===== src/rtl/icosoc_syncfifo_if.sv =====
// Handshake bundle between an icosoc_syncfifo and its producer/consumer.
//   master : the peripheral side, drives push/pop/flush/clear_err requests
//   slave  : the FIFO, drives data, level, threshold and error flags
// clk and reset are not part of the bundle; they are plain module ports.
interface icosoc_syncfifo_if #(
  parameter int WIDTH = 8,
  parameter int DEPTH = 16
);
  localparam int LBITS = $clog2(DEPTH + 1);

  logic             in_shift;
  logic [WIDTH-1:0] in_data;
  logic             in_full;
  logic             in_afull;
  logic             out_pop;
  logic [WIDTH-1:0] out_data;
  logic             out_nempty;
  logic             out_aempty;
  logic [LBITS-1:0] level;
  logic             flush;
  logic             clear_err;
  logic             overflow;
  logic             underflow;

  modport master (
    output in_shift, in_data, out_pop, flush, clear_err,
    input  in_full, in_afull, out_data, out_nempty, out_aempty, level,
           overflow, underflow
  );

  modport slave (
    input  in_shift, in_data, out_pop, flush, clear_err,
    output in_full, in_afull, out_data, out_nempty, out_aempty, level,
           overflow, underflow
  );
endinterface


===== src/rtl/icosoc_syncfifo.sv =====
// Single-clock FIFO with arbitrary depth, level count, programmable
// almost-full/almost-empty thresholds, synchronous flush, sticky
// overflow/underflow flags and a selectable FWFT or registered-read output.
// Ports:
//   clk   - clock, all state on the rising edge
//   reset - asynchronous, active-high reset
//   bus   - icosoc_syncfifo_if.slave: push/pop/flush/clear_err requests in,
//           out_data, level, in_full/in_afull, out_nempty/out_aempty,
//           overflow/underflow out
module icosoc_syncfifo #(
  parameter int WIDTH        = 8,
  parameter int DEPTH        = 16,
  parameter int AFULL_LEVEL  = DEPTH - 1,
  parameter int AEMPTY_LEVEL = 1,
  parameter int FWFT         = 1
) (
  input  logic                  clk,
  input  logic                  reset,
  icosoc_syncfifo_if.slave      bus
);
  localparam int LBITS = $clog2(DEPTH + 1);
  localparam int PBITS = (DEPTH > 2) ? $clog2(DEPTH) : 1;

  logic [WIDTH-1:0] mem [DEPTH];
  logic [PBITS-1:0] wptr, rptr, wptr_nxt, rptr_nxt;
  logic [LBITS-1:0] count;
  logic [WIDTH-1:0] dout;
  logic             ovf, unf;
  logic             full, nempty, push, pop;

  assign full   = (count == LBITS'(DEPTH));
  assign nempty = (count != '0);
  assign push   = bus.in_shift && !full && !bus.flush;
  assign pop    = bus.out_pop && nempty && !bus.flush;

  // Pointers wrap explicitly so any DEPTH works, not just powers of two.
  assign wptr_nxt = (wptr == PBITS'(DEPTH - 1)) ? '0 : wptr + PBITS'(1);
  assign rptr_nxt = (rptr == PBITS'(DEPTH - 1)) ? '0 : rptr + PBITS'(1);

  // Storage is never reset or cleared; only pointers and level define validity.
  always_ff @(posedge clk) begin
    if (push) mem[wptr] <= bus.in_data;
  end

  always_ff @(posedge clk or posedge reset) begin
    if (reset) begin
      wptr  <= '0;
      rptr  <= '0;
      count <= '0;
      dout  <= '0;
      ovf   <= 1'b0;
      unf   <= 1'b0;
    end else begin
      if (bus.flush) begin
        wptr  <= '0;
        rptr  <= '0;
        count <= '0;
        dout  <= '0;
      end else begin
        if (push) wptr <= wptr_nxt;
        if (pop)  rptr <= rptr_nxt;
        if (push && !pop)      count <= count + LBITS'(1);
        else if (pop && !push) count <= count - LBITS'(1);

        if (FWFT != 0) begin
          // dout always mirrors the head. On a pop the next head is either
          // the following memory entry or, when the last word leaves, the
          // word being pushed in the same cycle (not yet readable from mem).
          if (pop) begin
            if (count == LBITS'(1)) dout <= push ? bus.in_data : '0;
            else                    dout <= mem[rptr_nxt];
          end else if (push && !nempty) begin
            dout <= bus.in_data;
          end
        end else begin
          if (pop) dout <= mem[rptr];
        end
      end

      // Setting wins over a same-cycle clear; flush cycles never set.
      if (bus.in_shift && full && !bus.flush) ovf <= 1'b1;
      else if (bus.clear_err)                 ovf <= 1'b0;
      if (bus.out_pop && !nempty && !bus.flush) unf <= 1'b1;
      else if (bus.clear_err)                   unf <= 1'b0;
    end
  end

  assign bus.in_full    = full;
  assign bus.in_afull   = (count >= LBITS'(AFULL_LEVEL));
  assign bus.out_nempty = nempty;
  assign bus.out_aempty = (count <= LBITS'(AEMPTY_LEVEL));
  assign bus.level      = count;
  assign bus.out_data   = dout;
  assign bus.overflow   = ovf;
  assign bus.underflow  = unf;
endmodule


===== src/flat_wrapper.sv =====
// flat-port wrapper written by rule: the top's interface ports become plain ports
module icosoc_syncfifo_flat 
#(
  parameter int WIDTH        = 8,
  parameter int DEPTH        = 16,
  parameter int AFULL_LEVEL  = DEPTH - 1,
  parameter int AEMPTY_LEVEL = 1,
  parameter int FWFT         = 1
)
  (clk, reset, bus_in_shift, bus_in_data, bus_out_pop, bus_flush, bus_clear_err, bus_in_full, bus_in_afull, bus_out_data, bus_out_nempty, bus_out_aempty, bus_level, bus_overflow, bus_underflow);
  icosoc_syncfifo_if #(.WIDTH(WIDTH), .DEPTH(DEPTH)) bus_i ();
  input  logic clk;
  input  logic reset;
  input wire logic [$bits(bus_i.in_shift)-1:0] bus_in_shift;
  input wire logic [$bits(bus_i.in_data)-1:0] bus_in_data;
  input wire logic [$bits(bus_i.out_pop)-1:0] bus_out_pop;
  input wire logic [$bits(bus_i.flush)-1:0] bus_flush;
  input wire logic [$bits(bus_i.clear_err)-1:0] bus_clear_err;
  output wire logic [$bits(bus_i.in_full)-1:0] bus_in_full;
  output wire logic [$bits(bus_i.in_afull)-1:0] bus_in_afull;
  output wire logic [$bits(bus_i.out_data)-1:0] bus_out_data;
  output wire logic [$bits(bus_i.out_nempty)-1:0] bus_out_nempty;
  output wire logic [$bits(bus_i.out_aempty)-1:0] bus_out_aempty;
  output wire logic [$bits(bus_i.level)-1:0] bus_level;
  output wire logic [$bits(bus_i.overflow)-1:0] bus_overflow;
  output wire logic [$bits(bus_i.underflow)-1:0] bus_underflow;
  assign bus_i.in_shift = bus_in_shift;
  assign bus_i.in_data = bus_in_data;
  assign bus_i.out_pop = bus_out_pop;
  assign bus_i.flush = bus_flush;
  assign bus_i.clear_err = bus_clear_err;
  assign bus_in_full = bus_i.in_full;
  assign bus_in_afull = bus_i.in_afull;
  assign bus_out_data = bus_i.out_data;
  assign bus_out_nempty = bus_i.out_nempty;
  assign bus_out_aempty = bus_i.out_aempty;
  assign bus_level = bus_i.level;
  assign bus_overflow = bus_i.overflow;
  assign bus_underflow = bus_i.underflow;
  icosoc_syncfifo #(.WIDTH(WIDTH), .DEPTH(DEPTH), .AFULL_LEVEL(AFULL_LEVEL), .AEMPTY_LEVEL(AEMPTY_LEVEL), .FWFT(FWFT)) u_core (.clk(clk), .reset(reset), .bus(bus_i));
endmodule

===== config.mk =====
export PLATFORM = sky130hd
export DESIGN_NAME = icosoc_syncfifo_flat
export DESIGN_NICKNAME = d
export VERILOG_FILES = /design/src/rtl/icosoc_syncfifo_if.sv /design/src/rtl/icosoc_syncfifo.sv /design/src/flat_wrapper.sv
export SDC_FILE = /design/constraint.sdc
export NUM_CORES = 1
export LEC_CHECK = 0
export ABC_AREA = 1
export ABC_CLOCK_PERIOD_IN_PS = 2600
export BUFFER_PORTS_ARGS = -buffer_cell sky130_fd_sc_hd__buf_2
export CAP_MARGIN = 10
export CORE_UTILIZATION = 45
export DETAILED_ROUTE_END_ITERATION = 8
export GPL_TIMING_DRIVEN = 0
export SYNTH_ARGS = -nofsm -noshare
export SYNTH_HDL_FRONTEND = slang
export SYNTH_SLANG_ARGS = --single-unit

===== constraint.sdc =====
create_clock -name clk -period 2.6 [get_ports clk]
set_input_delay 0.52 -clock clk [delete_from_list [all_inputs] [get_ports clk]]
set_output_delay 0.52 -clock clk [all_outputs]
set_load 0.05 [all_outputs]

==> impl_metrics.env, run 1 <==
export IMPL_io_buffers=32
export IMPL_setup_ws_ps=139
export IMPL_wl_per_cell_um=20.8
export IMPL_dr_first_iter_drc_count=590
export IMPL_synth_enable_flop_cells=128
export IMPL_grt_usage=0.253
export IMPL_clk_latency_ps=430
export IMPL_relSlewSlack=0.358
export IMPL_syn_nets=640
export IMPL_r2r_start="u_core.bus.level[0]"
export IMPL_critPathSlowestCell="nor2_2"
export IMPL_utilization=0.534
export IMPL_fmax_mhz=406
export IMPL_dieArea_sq_um=15300
export IMPL_yosysUniqueCellTypes=30
export IMPL_start_util=0.460
export IMPL_root_buffer="clkbuf_16"
export IMPL_crit_type="flip-flop to flip-flop"
export IMPL_drcViolationCount=0
export IMPL_viasPerCell=5.61
export IMPL_cts_buffers=17
export IMPL_avgSynthCellArea_sq_um=10.8
export IMPL_power_density_nw_per_um2=1100
export IMPL_fin_nets=692
export IMPL_vdd_drop_max_mv=0.772
export IMPL_async_flop_share=0.152
export IMPL_hpwlAfterDp_mm=11.8
export IMPL_finalHoldViolCount=0
export IMPL_drtAntennaViolNets=0
export IMPL_cp_data_arrival_time_ps=2520
export IMPL_finClkSkew_ps=11.0
export IMPL_cts_htree_levels=4
export IMPL_ff2ff_path_depth=8
export IMPL_hp_class="input port to async pin"
export IMPL_finalPower_mw=8.53
export IMPL_period_needed_ps=2460
export IMPL_rows=44
export IMPL_grt_max_degree=24
export IMPL_holdWs_ps=274
export IMPL_grt_pass1_vias=4676
export IMPL_synth_cells=616
export IMPL_p_leak_nw=2.97
export IMPL_crit_path_start_kind="flip-flop"
export IMPL_synth_area_sq_um=6660
export IMPL_yosysSeqAreaShare=0.663
export IMPL_dpl_worst_slack_ps=-70.6
export IMPL_startpoint="u_core.bus.level[0]"
export IMPL_finalSetupViolations=0
export IMPL_vias=4849
export IMPL_crit_fanout=10
export IMPL_gr_total_overflow=0
export IMPL_synthToLayoutAreaGrowth_pct=16.1
export IMPL_die_y_um=124
export IMPL_synth_top_cell_area_share=0.577
export IMPL_drt_total_wl_mm=18.0
export IMPL_cts_hold_buf=0
export IMPL_yosysTopAreaCell="edfxtp_1"
export IMPL_crit_path_max_incr_delay_ps=550
export IMPL_cts_tree="yes"
export IMPL_period_share=0.947
export IMPL_synthTopCellsByArea="edfxtp_1 (58%), nand2_1 (9.0%), dfrtp_1 (8.6%), nand3_1 (6.0%), a21oi_1 (3.2%)"
export IMPL_max_clock_path_buffers=2
export IMPL_drive_above_1_share=0.186
export IMPL_pin_count=33
export IMPL_yosysMostFrequentCell="nand2_1"
export IMPL_tightest_slew_ps=958
export IMPL_synth_main_ff_cell="edfxtp_1"
export IMPL_synthTopCellsByCount="nand2_1 (159), edfxtp_1 (128), nand3_1 (80)"
export IMPL_yosysWarnings=0
export IMPL_end_kind="flip-flop"
export IMPL_grt_setup_unrepaired="true"
export IMPL_grt_pass1_wl_mm=27.2
export IMPL_nFillCells=1279
export IMPL_reg2reg_slack_ps=140
export IMPL_cts_sinks=151
export IMPL_grt_antenna_before_repair=0
export IMPL_required_ps=2660
export IMPL_slew_viol_final=0
export IMPL_die_w_um=124
export IMPL_design_core_area_sq_um=14500
export IMPL_cp_cell_sequence="inv_1, ha_1, nand3_2, nand2_4, inv_4, buf_4, nand2_1, nor2_2"
export IMPL_place_congestion=0.885
export IMPL_r2r_end="u_core.mem[12][0]"
export IMPL_endpoint="u_core.mem[12][0]"
export IMPL_first_pass_iters=5
export IMPL_status="completed"
export IMPL_drv_cap=0
export IMPL_n_antenna_cell=0
export IMPL_ys_ff_latch=151
export IMPL_clk_pin_slew_ps=70
==> layer usage <==
| layer | vias to the layer above | global-route usage | share of wire |
|---|---|---|---|
| met5 | - | 0 | 0 |
| met2 | 193 | 0.408 | 0.49 |
| met4 | 0 | 0.0776 | 0.016 |
| li1 | 2249 | - | - |
| met1 | 2385 | 0.343 | 0.42 |
| met3 | 22 | 0.0545 | 0.070 |
==> critical path: cells and delay by family (launching register included) <==
kind          cells  cell delay, ps
buf+inv           3             420
simple gates      4             940
flops             1             490
fa+ha+maj         1             250
==> area by class of cell <==
| cell class | count | area, sq um | share of cell area |
|---|---|---|---|
| inverters | 32 | 123 | 0.0158 |
| clock inverters | 12 | 174 | 0.0225 |
| multi-input cells | 408 | 2030 | 0.262 |
| flip-flops and latches | 151 | 4420 | 0.571 |
| repair buffers | 33 | 171 | 0.0222 |
| plain buffers | 25 | 145 | 0.0188 |
| clock buffers | 20 | 447 | 0.0577 |
| well taps | 184 | 230 | 0.0298 |
==> metrics by stage <==
stage	area, sq um	TNS (ps)	instances
after floorplan	6660	0	616
after global placement	7050	-3930	832
after detailed placement	7080	-2760	833
after CTS	7720	-1450	865
after global routing	7740	-999	865
final	7740	0	865
==> worst min path at each step <==
stage / end / slack, ps / depth (start not counted)
2_1_floorplan: u_core.rptr[1] / 500 / 2
3_3_place_gp: u_core.bus.overflow / 510 / 2
3_5_place_dp: u_core.bus.underflow / 530 / 2
4_1_cts: u_core.bus.underflow / 290 / 2
5_1_grt: u_core.bus.underflow / 310 / 2
6_report: u_core.bus.out_data[5] / 270 / 2
==> cell families after synthesis <==
group                    Yosys count  share of synthesized area
XOR/XNOR                           3                    0.00394
AND/OR/NAND/NOR                  305                      0.199
multiplexers                       1                    0.00169
buffers and inverters             57                     0.0402
flip-flops                       151                      0.663
adder cells (fa/ha/maj)           10                     0.0188
AO/OA/AOI/OAI                     89                     0.0730
==> flip-flops by register name, indices dropped and copies added, names as in the netlist <==
name,flops
u_core.bus.overflow,1
u_core.bus.out_data,8
u_core.bus.level,5
u_core.mem,128
u_core.bus.underflow,1
u_core.rptr,4
u_core.wptr,4
==> power by group <==
part | internal [mW] | total [mW] | switching [mW]
logic | 0.812 | 3.03 | 2.22
registers | 2.77 | 2.90 | 0.124
clock network | 1.63 | 2.60 | 0.975
total | 5.21 | 8.53 | 3.32
==> timing repair <==
action / CTS / global route
setup buffers: 0 / 0
gates resized for setup: 6 / 7
endpoints found under the setup margin: 56 / 73
==> placed cells by master, fill, tap and decap left out, types with 7 or more instances in the layout <==
cell	instances
clkbuf_1	7
edfxtp_1	128
clkbuf_16	17
inv_2	10
a21oi_1	43
ha_1	10
buf_4	8
inv_1	20
o21ai_0	29
o21ai_1	8
nand3_1	79
buf_2	43
nor2_1	31
nor2_2	15
nand2_1	159
dfrtp_1	23
No activity file was read; power rests on OpenSTA's default activity.
==> inputs of run 2 (changes only) <==
Settings changed: CELL_PAD_IN_SITES_DETAIL_PLACEMENT set to 1, CELL_PAD_IN_SITES_GLOBAL_PLACEMENT set to 2, CORE_UTILIZATION 45 to 41, MAX_ROUTING_LAYER set to met4, PLACE_DENSITY_LB_ADDON set to 0.1.
==> impl_metrics.env, run 2 (synthesized netlist as in run 1, its figures left out) <==
export IMPL_finClkSkew_ps=9.95
export IMPL_nFillCells=1785
export IMPL_die_w_um=129
export IMPL_cts_tree="yes"
export IMPL_cts_buffers=17
export IMPL_vdd_drop_max_mv=0.536
export IMPL_stdcell_area_sq_um=7740
export IMPL_synthToLayoutAreaGrowth_pct=16.1
export IMPL_p_leak_nw=2.95
export IMPL_place_congestion=0.860
export IMPL_power_density_nw_per_um2=1070
export IMPL_tightest_slew_ps=1110
export IMPL_cts_sinks=151
export IMPL_fmax_mhz=391
export IMPL_grt_antenna_before_repair=0
export IMPL_rows=46
export IMPL_period_needed_ps=2560
export IMPL_slew_viol_final=0
export IMPL_first_pass_iters=4
export IMPL_wl_per_cell_um=22.1
export IMPL_hpwlAfterDp_mm=13.5
export IMPL_dieArea_sq_um=16800
export IMPL_hp_class="input port to async pin"
export IMPL_max_clock_path_buffers=2
export IMPL_status="completed"
export IMPL_ff2ff_path_depth=8
export IMPL_drtAntennaViolNets=0
export IMPL_reg2reg_slack_ps=40
export IMPL_die_y_um=129
export IMPL_design_core_area_sq_um=15900
export IMPL_clk_pin_slew_ps=60
export IMPL_grt_max_degree=24
export IMPL_drt_total_wl_mm=19.8
export IMPL_relSlewSlack=0.257
export IMPL_root_buffer="clkbuf_16"
export IMPL_finalPower_mw=8.28
export IMPL_post_cts_buffers=0
export IMPL_cts_htree_levels=4
export IMPL_required_ps=2650
export IMPL_crit_fanout=10
export IMPL_largest_reg_flops=128
export IMPL_drive_above_1_share=0.182
export IMPL_crit_path_start_kind="flip-flop"
export IMPL_regArea_sq_um=4420
export IMPL_drv_cap=0
export IMPL_holdWs_ps=305
export IMPL_clk_latency_ps=430
export IMPL_multi_input_area_sq_um=2060
export IMPL_dr_first_iter_drc_count=346
export IMPL_cts_hold_buf=0
export IMPL_stdcell_count=898
export IMPL_finalHoldViolCount=0
export IMPL_start_util=0.420
export IMPL_grt_setup_unrepaired="true"
export IMPL_cp_data_arrival_time_ps=2610
export IMPL_viasPerCell=5.39
export IMPL_placed_cells=866
export IMPL_fin_nets=693
export IMPL_final_common_cell="nand2_1"
export IMPL_crit_type="flip-flop to flip-flop"
export IMPL_finalSetupViolations=0
export IMPL_dpl_cell_area_sq_um=7110
export IMPL_final_cell_mix="nand2_1 (159), edfxtp_1 (128), nand3_1 (79)"
export IMPL_period_share=0.985
export IMPL_grt_pass1_wl_mm=29.9
export IMPL_r2r_start="u_core.bus.level[0]"
export IMPL_pin_count=33
export IMPL_r2r_end="u_core.mem[10][5]"
export IMPL_drcViolationCount=0
export IMPL_vias=4839
export IMPL_grt_usage=0.265
export IMPL_n_antenna_cell=0
export IMPL_end_kind="flip-flop"
export IMPL_grt_pass1_vias=4953
export IMPL_gr_total_overflow=0
export IMPL_regMostFlops="u_core.mem"
export IMPL_io_buffers=32
## run 2: worst max path at each step
stage | from | endpoint | slack (ps)
5_1_grt | u_core.bus.level[0] | u_core.mem[10][5] | -80
6_report | u_core.bus.level[0] | u_core.mem[10][5] | 40
3_3_place_gp | u_core.bus.level[0] | u_core.mem[4][3] | -160
3_5_place_dp | u_core.bus.level[0] | u_core.mem[13][2] | -210
4_1_cts | u_core.bus.level[0] | u_core.mem[4][0] | -220
2_1_floorplan | u_core.bus.level[2] | bus_out_aempty | 90
## run 2: metrics by stage
stage | setup slack, ps | TNS [ps] | utilization
2_1_floorplan | 85.4 | 0 | -
3_3_place_gp | -163 | -7920 | 0.447
3_5_place_dp | -212 | -13560 | 0.448
4_1_cts | -224 | -5250 | 0.484
5_1_grt | -82.7 | -1180 | 0.487
6_report | 39.7 | 0 | 0.487
## run 2: timing repair
action	CTS	global route
cloned	0	0
endpoints found under the hold margin	0	0
pin swaps	0	0
resized for setup	8	15
setup endpoints to repair	96	78
## run 2: report_power, final
group / total (mW) / leakage [nW] / internal, mW / switching (mW)
registers: 2.90 / 1.45 / 2.77 / 0.125
clock network: 2.31 / 0.262 / 1.35 / 0.959
logic: 3.07 / 1.23 / 0.813 / 2.26
total: 8.28 / 2.95 / 4.93 / 3.34
## run 2: metal layers
layer  GRT usage  share of wire  up-vias
li1            -              -     2257
met1       0.349           0.47     2440
met2       0.411           0.47      107
met3      0.0491          0.039       35
met4      0.0964          0.022        0
met5           -              0        -
## run 2: area by class of cell
class                           instances  share of cell area
Sequential cell                       151               0.571
Multi-Input combinational cell        408               0.266
Clock inverter                          7             0.00582
Buffer                                 25              0.0189
Timing Repair Buffer                   34              0.0223
Inverter                               32              0.0158
Clock buffer                           25              0.0655
Tap cell                              216              0.0349
## run 2: critical path, cell delays in order (launching register included)
cell and delay [ps]:
dfrtp_1 500, inv_1 140, ha_1 260, nand3_2 120, nand2_4 100, inv_4 120
buf_4 200, nand2_1 160, nor2_2 580
